### config.mk
export PLATFORM = sky130hd
export DESIGN_NAME = fsm_flowctl
export DESIGN_NICKNAME = d
export VERILOG_FILES = /design/src/rtl/fsm_flowctl_pkg.sv /design/src/rtl/pause_hyst.sv /design/src/rtl/fsm_flowctl.sv
export SDC_FILE = /design/constraint.sdc
export NUM_CORES = 1
export LEC_CHECK = 0
export ABC_AREA = 1
export CAP_MARGIN = 30
export CORE_MARGIN = 2
export CORE_UTILIZATION = 56
export DETAILED_ROUTE_END_ITERATION = 10
export GPL_ROUTABILITY_DRIVEN = 0
export PLACE_DENSITY = 0.88
export SLEW_MARGIN = 30
export SYNTH_ARGS = -nofsm -noshare
export SYNTH_HDL_FRONTEND = slang
export SYNTH_HIERARCHICAL = 1
export SYNTH_SLANG_ARGS = --single-unit
### constraint.sdc
create_clock -name clk -period 3.19 [get_ports clk]
set_input_delay 0.638 -clock clk [delete_from_list [all_inputs] [get_ports clk]]
set_output_delay 0.638 -clock clk [all_outputs]
set_load 0.005 [all_outputs]
### src/rtl/fsm_flowctl_pkg.sv
// Shared state encoding and default parameters for the FIFO flow-control FSM.
package fsm_flowctl_pkg;

  localparam int N_CH_DEF     = 8;
  localparam int UMBRAL_W_DEF = 8;
  localparam int IDLE_DLY_DEF = 4;
  // Wide enough for the largest supported idle delay (255).
  localparam int IDLE_CNT_W   = 8;

  typedef enum logic [2:0] {
    ST_RESET  = 3'b000,
    ST_INIT   = 3'b001,
    ST_IDLE   = 3'b010,
    ST_ERROR  = 3'b011,
    ST_ACTIVE = 3'b100
  } state_t;

endpackage

### src/rtl/pause_hyst.sv
// Per-channel back-pressure flag with hysteresis between the low and high thresholds.
module pause_hyst #(
  parameter int W = fsm_flowctl_pkg::UMBRAL_W_DEF
) (
  input  logic         clk,
  input  logic         reset,
  input  logic         en,
  input  logic [W-1:0] count,
  input  logic [W-1:0] umbral_L,
  input  logic [W-1:0] umbral_H,
  output logic         pause
);

  // Outside IDLE/ACTIVE the flag is forced low; in between thresholds it holds.
  always_ff @(posedge clk or posedge reset) begin
    if (reset) begin
      pause <= 1'b0;
    end else if (!en) begin
      pause <= 1'b0;
    end else if (count >= umbral_H) begin
      pause <= 1'b1;
    end else if (count <= umbral_L) begin
      pause <= 1'b0;
    end
  end

endmodule

### src/rtl/fsm_flowctl.sv
// FIFO flow-control sequencer: threshold load, idle/active tracking and
// per-channel hysteresis back-pressure.
//
//   state  | meaning
//   RESET  | post-reset, moves to INIT on the first edge
//   INIT   | loading thresholds while init=1, then validates L < H
//   IDLE   | all FIFOs empty, waiting for traffic
//   ERROR  | invalid thresholds, waits for init=1
//   ACTIVE | traffic present; returns to IDLE after IDLE_DLY empty cycles
module fsm_flowctl
  import fsm_flowctl_pkg::*;
#(
  parameter int N_CH     = N_CH_DEF,
  parameter int UMBRAL_W = UMBRAL_W_DEF,
  parameter int IDLE_DLY = IDLE_DLY_DEF
) (
  input  logic                     clk,
  input  logic                     reset,
  input  logic                     init,
  input  logic [UMBRAL_W-1:0]      umbral_L,
  input  logic [UMBRAL_W-1:0]      umbral_H,
  input  logic [N_CH-1:0]          fifo_empty,
  input  logic [N_CH*UMBRAL_W-1:0] fifo_count,
  output logic [2:0]               state,
  output logic [UMBRAL_W-1:0]      umbral_L_out,
  output logic [UMBRAL_W-1:0]      umbral_H_out,
  output logic [N_CH-1:0]          pause,
  output logic                     idle_out,
  output logic                     active_out,
  output logic                     error_out
);

  localparam logic [IDLE_CNT_W-1:0] IDLE_LAST = IDLE_CNT_W'(IDLE_DLY - 1);

  state_t                  state_q, state_d;
  logic [UMBRAL_W-1:0]     thr_l, thr_h;
  logic                    load_thr;
  logic [IDLE_CNT_W-1:0]   idle_cnt, idle_cnt_d;
  logic                    all_empty;
  logic                    idle_done;
  logic                    hyst_en;

  assign all_empty = &fifo_empty;
  assign idle_done = (idle_cnt >= IDLE_LAST);

  // Counter defaults to zero, which covers clearing on entry to and exit from ACTIVE.
  always_comb begin
    state_d    = ST_RESET;
    idle_cnt_d = '0;
    load_thr   = 1'b0;
    case (state_q)
      ST_RESET: state_d = ST_INIT;
      ST_INIT: begin
        if (init) begin
          state_d  = ST_INIT;
          load_thr = 1'b1;
        end else if (thr_l < thr_h) begin
          state_d = ST_IDLE;
        end else begin
          state_d = ST_ERROR;
        end
      end
      ST_IDLE: begin
        if (init)            state_d = ST_INIT;
        else if (!all_empty) state_d = ST_ACTIVE;
        else                 state_d = ST_IDLE;
      end
      ST_ACTIVE: begin
        if (init) begin
          state_d = ST_INIT;
        end else if (!all_empty) begin
          state_d = ST_ACTIVE;
        end else if (idle_done) begin
          state_d = ST_IDLE;
        end else begin
          state_d    = ST_ACTIVE;
          idle_cnt_d = (idle_cnt == '1) ? idle_cnt : idle_cnt + 1'b1;
        end
      end
      ST_ERROR: begin
        if (init) state_d = ST_INIT;
        else      state_d = ST_ERROR;
      end
      default: state_d = ST_RESET;
    endcase
  end

  always_ff @(posedge clk or posedge reset) begin
    if (reset) begin
      state_q  <= ST_RESET;
      idle_cnt <= '0;
    end else begin
      state_q  <= state_d;
      idle_cnt <= idle_cnt_d;
    end
  end

  always_ff @(posedge clk or posedge reset) begin
    if (reset) begin
      thr_l <= '0;
      thr_h <= '0;
    end else if (load_thr) begin
      thr_l <= umbral_L;
      thr_h <= umbral_H;
    end
  end

  assign hyst_en = (state_q == ST_IDLE) || (state_q == ST_ACTIVE);

  for (genvar i = 0; i < N_CH; i++) begin : g_ch
    pause_hyst #(.W(UMBRAL_W)) u_hyst (
      .clk      (clk),
      .reset    (reset),
      .en       (hyst_en),
      .count    (fifo_count[i*UMBRAL_W +: UMBRAL_W]),
      .umbral_L (thr_l),
      .umbral_H (thr_h),
      .pause    (pause[i])
    );
  end

  assign state        = state_q;
  assign umbral_L_out = thr_l;
  assign umbral_H_out = thr_h;
  assign idle_out     = (state_q == ST_IDLE);
  assign active_out   = (state_q == ST_ACTIVE);
  assign error_out    = (state_q == ST_ERROR);

endmodule
Word-level counts from Yosys, hierarchy flattened
Cells that the tools add are included.
Storage, ports and cells
  bits in registers: 35
  bits in latches: 0
  bits in writable memories: 0
  memory bits (read-only): 0
  output and inout bits: 30
  word-level logic and storage cells: 88
  memories: 0
Cells by class
  $add $sub $neg: 1
  multiply operators: 0
  div/mod/pow operators: 0
  $lt $le $gt $ge: 18
  eq/ne operators: 14
  shift operators: 0
  mux-type cells: 40
  bitwise logic cells: 0
  reductions and logical operators: 3
Operator list (count)
  $ge 8x8->1: 8
  $le 8x8->1: 8
  $mux 8: 5
  $mux 1: 27
  $ne 3x1->1 const B: 7
  $mux 3: 5
  $pmux 3 s5: 1
  $add 8x1->8 const B: 1
  $eq 8x8->1 const B: 1
  $ge 8x2->1 const B: 1
  $lt 8x8->1: 1
  $reduce_and 8->1: 1
  $eq 3x2->1 const B: 2
  $ne 5x5->1 const B: 1
  $mux 2: 2
  $eq 3x1->1 const B: 1
  $eq 3x3->1 const B: 1
  $logic_not 3->1: 1
  $ne 3x3->1 const B: 1
  $logic_or 1x1->1: 1

Depth between registers and ports, before layout
  depth after elaboration: 6
  gate-level depth with buffers: 11
  depth with buffers taken out: 11

Hierarchy
The synthesis kept the hierarchy.
Modules (own cells, without submodules)
  pause_hyst: times used 8, cells each 78, area each 485.5 um^2
  fsm_flowctl: times used 1, cells each 130, area each 1275.0 um^2

Worst setup path before layout
OpenSTA, ideal clock, no wires.
  path kind: in2reg
  start: in fifo_count[5]
  end: reg g_ch[0].u_hyst.pause
  library setup time: 121 ps
  arrival: 1365 ps
  required time: 3069 ps
  path slack: 1704 ps
  stages: 7
  cell sequence: ha_1 > a21oi_1 > nor2_1 > nor2_1 > nand2_1 > nor2_1 > a21oi_2
On the way
  cells in the longest elaborated chain, start to end: 3
Ends and longest elaborated chain
  start: declaration: RTL line fsm_flowctl.sv:23  | input logic [N_CH*UMBRAL_W-1:0] fifo_count,
  $ge 8x8->1: RTL line pause_hyst.sv:20  | end else if (count >= umbral_H) begin
  $mux 1: RTL line pause_hyst.sv:20
  $mux 1: RTL line pause_hyst.sv:18  | end else if (!en) begin
  end signal: assignment: RTL line pause_hyst.sv:17  | pause <= 1'b0;
  end signal: assignment: RTL line pause_hyst.sv:19  | pause <= 1'b0;
  end signal: assignment: RTL line pause_hyst.sv:21  | pause <= 1'b1;
  end: declaration: RTL line pause_hyst.sv:11  | output logic pause
Parallel ways exist; a longest one is shown, timed or not.
A chain may end at the register's enable or synchronous reset.

Final worst setup path
  start: reg thr_l[6], in the netlist umbral_L_out[6]
  end: out umbral_L_out[6]
RTL lines
  start: declaration: RTL line fsm_flowctl.sv:36  | logic [UMBRAL_W-1:0] thr_l, thr_h;
  start signal: assignment: RTL line fsm_flowctl.sv:103  | thr_l <= umbral_L;
  end: declaration: RTL line fsm_flowctl.sv:25  | output logic [UMBRAL_W-1:0] umbral_L_out,
No word-level cell between the ends.

==> out/qor.csv <==
metric,value,unit
outcome,"finished, final reports clean",
critical path arrival,1.65,ns
Post-synth EDFFs,0,
worst vdd ir,0.000481,V
Pre-antenna DRT Iters,4,
power density over the cells,699,mW/mm2
Vias,4875,
#FFs+latches synth,35,
critical path cell sequence,clkdlybuf4s50_1,
Syn-to-layout area delta,29.2,%
Die ar.,0.0100,mm2
CP Capture Type,output port,
CTS Buf Count,5,
combinational share of power,69.6,%
xor/xnor share of the synthesized area,0,%
"non-filler cells, final",1002,
postcts setup bufs,0,
Mean Syn Cell Area,6.84,um2
Synth Flop Type,dfrtp_1,
setup TNS,0,ns
Reg power frac,21.4,%
first-pass GRT wire length,21200,um
DP Worst Slack,1.11,ns
layout net count,1117,
busiest grt layer,met2,
Pins Over Slew Limit,0,
register area share after synthesis,17.0,%
worst skew pair latency,0.29,ns
ranking of synthesized cells by area,"ha_1 33%, dfrtp_1 17%, inv_1 14%",
largest family of logic cells by synthesized area,adder cells,
GRT met2 Usage,50.2,%
Synth area leader,ha_1,
Core ar.,0.00911,mm2
chip width,100,um
FMAX,438,MHz
Async SR Flop Fraction,100,%
maximum root-to-sink buffer count,2,
Die Ht,100,um
Buf/Inv on CP,1,
H-tree Lvls,2,
final setup margin,0.906,ns
Post-Syn Area,0.00516,mm2
wire per inst,13.0,um
met1 GRT Util,30.5,%
Clock Skew,0.00340,ns
Final Hold Fails,0,
Clock power frac,9.0,%
Period minus WS final,2.28,ns
antenna cells,0,
Slew @ Worst Pin,0.609,ns
critical path peak fanout,11,
Worst-path clk slew,0.08,ns
I/O pin cnt,121,
initial antenna violation count,0,
mux cell area share after synthesis,2.04,%
RSZ-0062 raised after global routing,no,
Synth Area in Compound Gates,9.41,%
crit path launch type,flop,
total grt overflow,0,
synth warn,6,
CP required,2.55,ns
HPWL Detailed,10400,um
via/cell ratio,4.87,
Placement Rows,35,
Initial Util,56.6,%
Max-slew headroom,59.4,%
critical path's top delay family,flip-flops,
Synth top area share,33.0,%
CTS tree,done,
static leakage,4.06,nW
multi-input logic area,0.00353,mm2
P_int,2.31,mW
CP max stage delay,0.74,ns
cts hold-fix bufs,0,
dpl cells,994,
root buffer cell,clkbuf_8,
final WL,13100,um
largest net degree at the start of global routing,25,
layout cells sized above 1,6.51,%
Port Buffers,120,
CTS Sinks,35,
GRT Overall Usage,26.8,%
number of global-route vias before repair,4695,
max-cap viol count,0,
Final setup viols,0,
sw frac,50.4,%
Worst Setup Path Type,reg -> out,
Simple-Gate Fraction of Synth Area,23.6,%
worst hold path type,reg -> reg,
Mapped Cells,754,
cell with the most instances after synthesis,inv_1,
CTS resizes,0,
met3 usage,4.32,%
period utilization,71.6,%
library cells used by synthesis,26,
fill cell count,746,
post-synthesis adder-cell area fraction,33.0,%
drt drc,0,
Final ANT Viol Nets,0,
switching power,2.35,mW
total power,4.66,mW
Post-synth top cells,"192 x inv_1, 179 x nand2_1, 136 x ha_1, 76 x nor2_1, 44 x a21oi_1",
final core occ,73.1,%
sequential cell area,876,um2
1st-iter DRT viols,138,
critical path's slowest cell,dfrtp_1,
-- final cells by class --
class / instances / share of cell area [%]
multi-input cells: 521 / 53.0
repair buffers: 126 / 18.7
flip-flops and latches: 35 / 13.1
inverters: 201 / 11.3
well taps: 111 / 2.08
clock buffers: 5 / 1.03
clock inverters: 3 / 0.714
-- kinds of logic (layout without fill, tap and decap cells) --
| kind of cell | count (synthesis) | count (layout) |
|---|---|---|
| fa+ha+maj | 136 | 136 |
| other cells | 1 | 6 |
| mux | 8 | 8 |
| flops | 35 | 35 |
| buf+inv | 203 | 335 |
| compound gates | 78 | 78 |
| simple gates | 293 | 293 |
-- power by group through the flow --
stage          sequential [mW]  combinational [mW]  clock (mW)
6_report                 0.995                3.24       0.419
5_1_grt                   1.02                3.77       0.442
4_1_cts                  0.996                3.25       0.428
3_5_place_dp              1.00                3.22           0
3_3_place_gp              1.01                3.07           0
2_1_floorplan            0.839                2.23           0
-- placed cells by master (no fill, tap or decap), types with 3 or more instances in the layout --
| cell | netlist | layout |
|---|---|---|
| dfrtp_1 | 35 | 35 |
| a21oi_2 | 8 | 8 |
| nor3_2 | 8 | 8 |
| inv_2 | 9 | 9 |
| nand2_1 | 179 | 179 |
| conb_1 | 1 | 6 |
| clkdlybuf4s50_1 | 0 | 120 |
| mux2_2 | 4 | 4 |
| a21oi_1 | 44 | 44 |
| nor3_1 | 3 | 3 |
| nand3_1 | 12 | 12 |
| nor2_1 | 76 | 76 |
| inv_1 | 192 | 192 |
| mux2_4 | 4 | 4 |
| a21boi_0 | 8 | 8 |
| nand4_1 | 3 | 3 |
| nor2_2 | 8 | 8 |
| ha_1 | 136 | 136 |
| buf_4 | 0 | 6 |
| a21o_1 | 16 | 16 |
| clkbuf_8 | 0 | 5 |
-- per-stage QoR --
| step | hold WS (ns) | area [um2] |
|---|---|---|
| floorplan | 0.367 | 5180 |
| global placement | 0.554 | 6550 |
| detailed placement | 0.567 | 6550 |
| CTS | 0.578 | 6660 |
| global route | 0.614 | 6660 |
| finish | 0.569 | 6660 |
-- registers in the layout, summed over array words and instances, names as in the netlist --
| signal | count |
|---|---|
| g_ch.u_hyst/pause | 8 |
| idle_cnt | 8 |
| umbral_H_out | 8 |
| state | 3 |
| umbral_L_out | 8 |
-- metal layers --
| metal | vias up | part of all wire [%] |
|---|---|---|
| met3 | 30 | 4.9 |
| li1 | 2598 | - |
| met1 | 2137 | 42 |
| met2 | 110 | 50 |
| met4 | 0 | 2.9 |
| met5 | - | 0 |
-- final timing paths --
| check | from | slack [ns] | depth (start not counted) | to |
|---|---|---|---|---|
| hold reg to reg | idle_cnt[0] | 0.57 | 3 | idle_cnt[0] |
| hold / removal | idle_cnt[0] | 0.57 | 3 | idle_cnt[0] |
| setup / recovery | umbral_L_out[6] | 0.91 | 1 | umbral_L_out[6] |
| min in group asynchronous | reset | 0.67 | 3 | g_ch[4].u_hyst/pause |
| setup reg to reg | umbral_L_out[6] | 1.43 | 7 | g_ch[7].u_hyst/pause |
| max in group asynchronous | reset | 1.76 | 4 | idle_cnt[7] |
Power figures use the tool's default switching activity.
==> RTL edit 1: new RTL, same settings <==
Make the reset (`reset`) synchronous in 3 clocked blocks.
--- a/src/rtl/pause_hyst.sv
+++ b/src/rtl/pause_hyst.sv
@@ -12,7 +12,7 @@
 );
 
   // Outside IDLE/ACTIVE the flag is forced low; in between thresholds it holds.
-  always_ff @(posedge clk or posedge reset) begin
+  always_ff @(posedge clk) begin
     if (reset) begin
       pause <= 1'b0;
     end else if (!en) begin
--- a/src/rtl/fsm_flowctl.sv
+++ b/src/rtl/fsm_flowctl.sv
@@ -85,7 +85,7 @@
     endcase
   end
 
-  always_ff @(posedge clk or posedge reset) begin
+  always_ff @(posedge clk) begin
     if (reset) begin
       state_q  <= ST_RESET;
       idle_cnt <= '0;
@@ -95,7 +95,7 @@
     end
   end
 
-  always_ff @(posedge clk or posedge reset) begin
+  always_ff @(posedge clk) begin
     if (reset) begin
       thr_l <= '0;
       thr_h <= '0;
Check against the original RTL: differs if reset is asserted again (counterexample within 4 cycles, from zero or initial values and one cycle with reset high); with reset held inactive, the same outputs for 4 cycles.
==> RTL edit 1 against the original RTL <==
Register-to-register slack worse by 0.06 ns. Maximum frequency down 1.8%. Clock skew up 0.0077 ns. Final area down 1.5%. Critical endpoint is now umbral_L_out[5]. Critical path type unchanged. Largest cell class unchanged. First-iteration DRC count up 59%. Sequential cell count unchanged. Synthesized area down 0.92%. Worst setup slack worse by 0.041 ns. Routed wire length up 4.3%. Die area down 0.89%.
Power is not compared: it rests on default switching activity, and its combinational part moved more than twofold at a synthesized area within 25%.
==> RTL edit 1: results (changes against the original RTL) <==
[placement]
hpwl_microns = 10800  ; +4.0%
placed_area_sq_um = 6480  ; -0.96%
dpl_worst_slack_ns = 1.12  ; +0.00374 ns

[outcome]
status = complete, no violations

[timing]
fin_skew_ns = 0.0111  ; +0.00773 ns
timing.slew.headroom = 0.545  ; -0.0485
setup_slack_ns = 0.865  ; -0.0409 ns
whs_ns = 0.531  ; -0.0382 ns

[synth]
synth_most_common_cell = nand2_1
synth_seq_area_share = 0.137  ; -0.0327
ys_async_sr_fraction = 0  ; -1.00
yosys-top-cells-area = ha_1, nand2_1, dfxtp_1, inv_1, nor2_1
synth_flop_cell = dfxtp_1
synth.top_cells.by_count = nand2_1, inv_1, ha_1
syn_area_per_cell_sq_um = 6.56  ; -4.1%

[final_layout]
final_nets = 1141  ; +2.1%
fill_cells = 706  ; -5.4%
final_cells = 1023  ; +2.1%
utilization = 0.746  ; +0.0141

[setup_path]
cp_slowest_stage_delay_ns = 0.76  ; +0.02 ns
crit_arrival_ns = 1.69  ; +0.04 ns
reg2reg_depth = 8  ; +1
slowest_stage = dfxtp_1
endpoint = umbral_L_out[5]
crit_start = umbral_L_out[5]

[route]
wl_per_cell_microns = 13.3  ; +2.2%
met2_length_microns = 6290  ; -3.7%
dr_wl_met3_microns = 1130  ; +76%
firstDrtPassIters = 5  ; +1
viasPerCell = 5.02  ; +3.2%
drt_iter0_markers = 219  ; +59%

[grt]
grt.met2_usage = 0.484  ; -0.0182
grt_pass1_vias = 5013  ; +6.8%
grt_max_degree = 26  ; +4.0%
grt_usage = 0.284  ; +0.0158
grt_pass1_wl_microns = 22500  ; +5.9%

[hold_path]
worstHoldStart = idle_cnt[0]
holdPathEnd = idle_cnt[0]

==> RTL edit 1: cell type report <==
type | instances | share of cell area
clock buffers | 7 | 0.0116
clock inverters | 1 | 0.000762
inverters | 196 | 0.112
multi-input cells | 549 | 0.557
flip-flops and latches | 35 | 0.107
well taps | 108 | 0.0206
repair buffers | 127 | 0.191
==> RTL edit 1: power breakdown <==
group          switching, mW  internal, mW
combinational          0.454         0.416
clock                  0.173         0.153
sequential            0.0655         0.463
==> RTL edit 1: logic make-up after synthesis <==
family / share of synthesized area
flops: 0.137
fa+ha+maj: 0.333
simple gates: 0.261
buf+inv: 0.151
other cells: 0.000734
compound gates: 0.118
==> RTL edit 1: tightest hold or removal path, delay by kind of cell, from the launching register on <==
family	cells	cell delay (ns)
flops	1	0.32
simple gates	2	0.12
buf+inv	1	0.06
==> RTL edit 2: new RTL, same flow settings <==
Made on the original files. `UMBRAL_W_DEF`: 8 -> 10.
--- a/src/rtl/fsm_flowctl_pkg.sv
+++ b/src/rtl/fsm_flowctl_pkg.sv
@@ -2,7 +2,7 @@
 package fsm_flowctl_pkg;
 
   localparam int N_CH_DEF     = 8;
-  localparam int UMBRAL_W_DEF = 8;
+  localparam int UMBRAL_W_DEF = 10;
   localparam int IDLE_DLY_DEF = 4;
   // Wide enough for the largest supported idle delay (255).
   localparam int IDLE_CNT_W   = 8;
Ports: changed (5 resized); port bits go from 121 to 145. No check against the original RTL was run, so the function may have changed too.
==> RTL edit 2 against the original RTL <==
Die area is 30% higher. Via count increased by 35%. Worst setup slack worse by 0.013 ns. Routed wire length is 44% higher. Power rose by 38%. Largest power group unchanged. Global-route usage increased by 2.6 points. Final area grew 29%. Critical endpoint is now umbral_H_out[4]. Count of clock-buffer cells in the layout up 1. Synthesized area is 31% higher. Combinational power is 44% higher. Sequential cell count increased by 4.
==> RTL edit 2: results (changes against the original RTL) <==
[final_layout]
fill_cells = 965  ; +29%
multi_input_area_sq_um = 4730  ; +34%
drive_gt1_frac = 0.115  ; +0.0496
final_cells = 1289  ; +29%

[timing]
worst_slew_pin_slew_ns = 0.824  ; +0.214 ns
whs_ns = 0.602  ; +0.0328 ns
fin_skew_ns = 0.00420  ; +0.000801 ns
timing.final.crit_period_ns = 2.30  ; +0.0130 ns

[setup_path]
r2r_slack_ns = 1.28  ; -0.15 ns
crit_start = umbral_H_out[4]
r2r_end = state[0]
r2r-start = umbral_H_out[4]
reg2reg_depth = 10  ; +3
endpoint = umbral_H_out[4]

[placement]
placed_area_sq_um = 8450  ; +29%
dpl_worst_slack_ns = 0.859  ; -0.255 ns
hpwl_microns = 14600  ; +41%

[hold_path]
worstHoldStart = idle_cnt[1]

[grt]
grt_max_degree = 31  ; +24%
grt_pass1_wl_microns = 29800  ; +40%
grt_usage = 0.294  ; +0.0263

[cts]
root_buffer = clkbuf_16

[pwr]
ir_worst_vdd_uv = 381  ; -21%
seqPwrFrac = 0.183  ; -0.031
p_comb_frac = 0.724  ; +0.028

[synth]
synth_seq_area_share = 0.144  ; -0.0255
synth_cell_types = 28  ; +7.7%
synth_cells = 979  ; +30%
synth_compound_area_frac = 0.0727  ; -0.0214
synth.area.mux_share = 0.0216  ; +0.00126
yosys-top-cells-area = ha_1, inv_1, dfrtp_1, nand2_1, nand2_2

[route]
viasPerCell = 5.12  ; +5.2%
drt-total-wl_microns = 18800  ; +44%
dr_wl_met3_microns = 1360  ; +110%
drt_iter0_markers = 309  ; +120%

[outcome]
status = complete, no violations

[RTL edit 2: cell types whose count changed in the layout (fill, tap and decap cells not counted), sizes merged, moves of 2 or more]
cell | before | now
a21boi | 8 | 2
a21oi | 52 | 54
buf | 6 | 9
clkdlybuf4s50 | 120 | 144
dfrtp | 35 | 39
ha | 136 | 170
inv | 202 | 281
mux2 | 8 | 10
nand2 | 180 | 247
nand3 | 12 | 42
nand3b | 0 | 8
nand4 | 3 | 10
nor2 | 84 | 81
o21ai | 0 | 2
[RTL edit 2: area by class of cell]
cell class | instances | area share
Clock buffer | 6 | 0.0161
Clock inverter | 2 | 0.00406
Inverter | 281 | 0.122
Multi-Input combinational cell | 661 | 0.548
Sequential cell | 39 | 0.113
Tap cell | 147 | 0.0213
Timing Repair Buffer | 153 | 0.175
[RTL edit 2: metal layers]
metal	vias to the layer above	track usage
met3	55	0.0404
met5	-	0
met1	2992	0.357
met4	0	0.128
li1	3334	-
met2	218	0.519
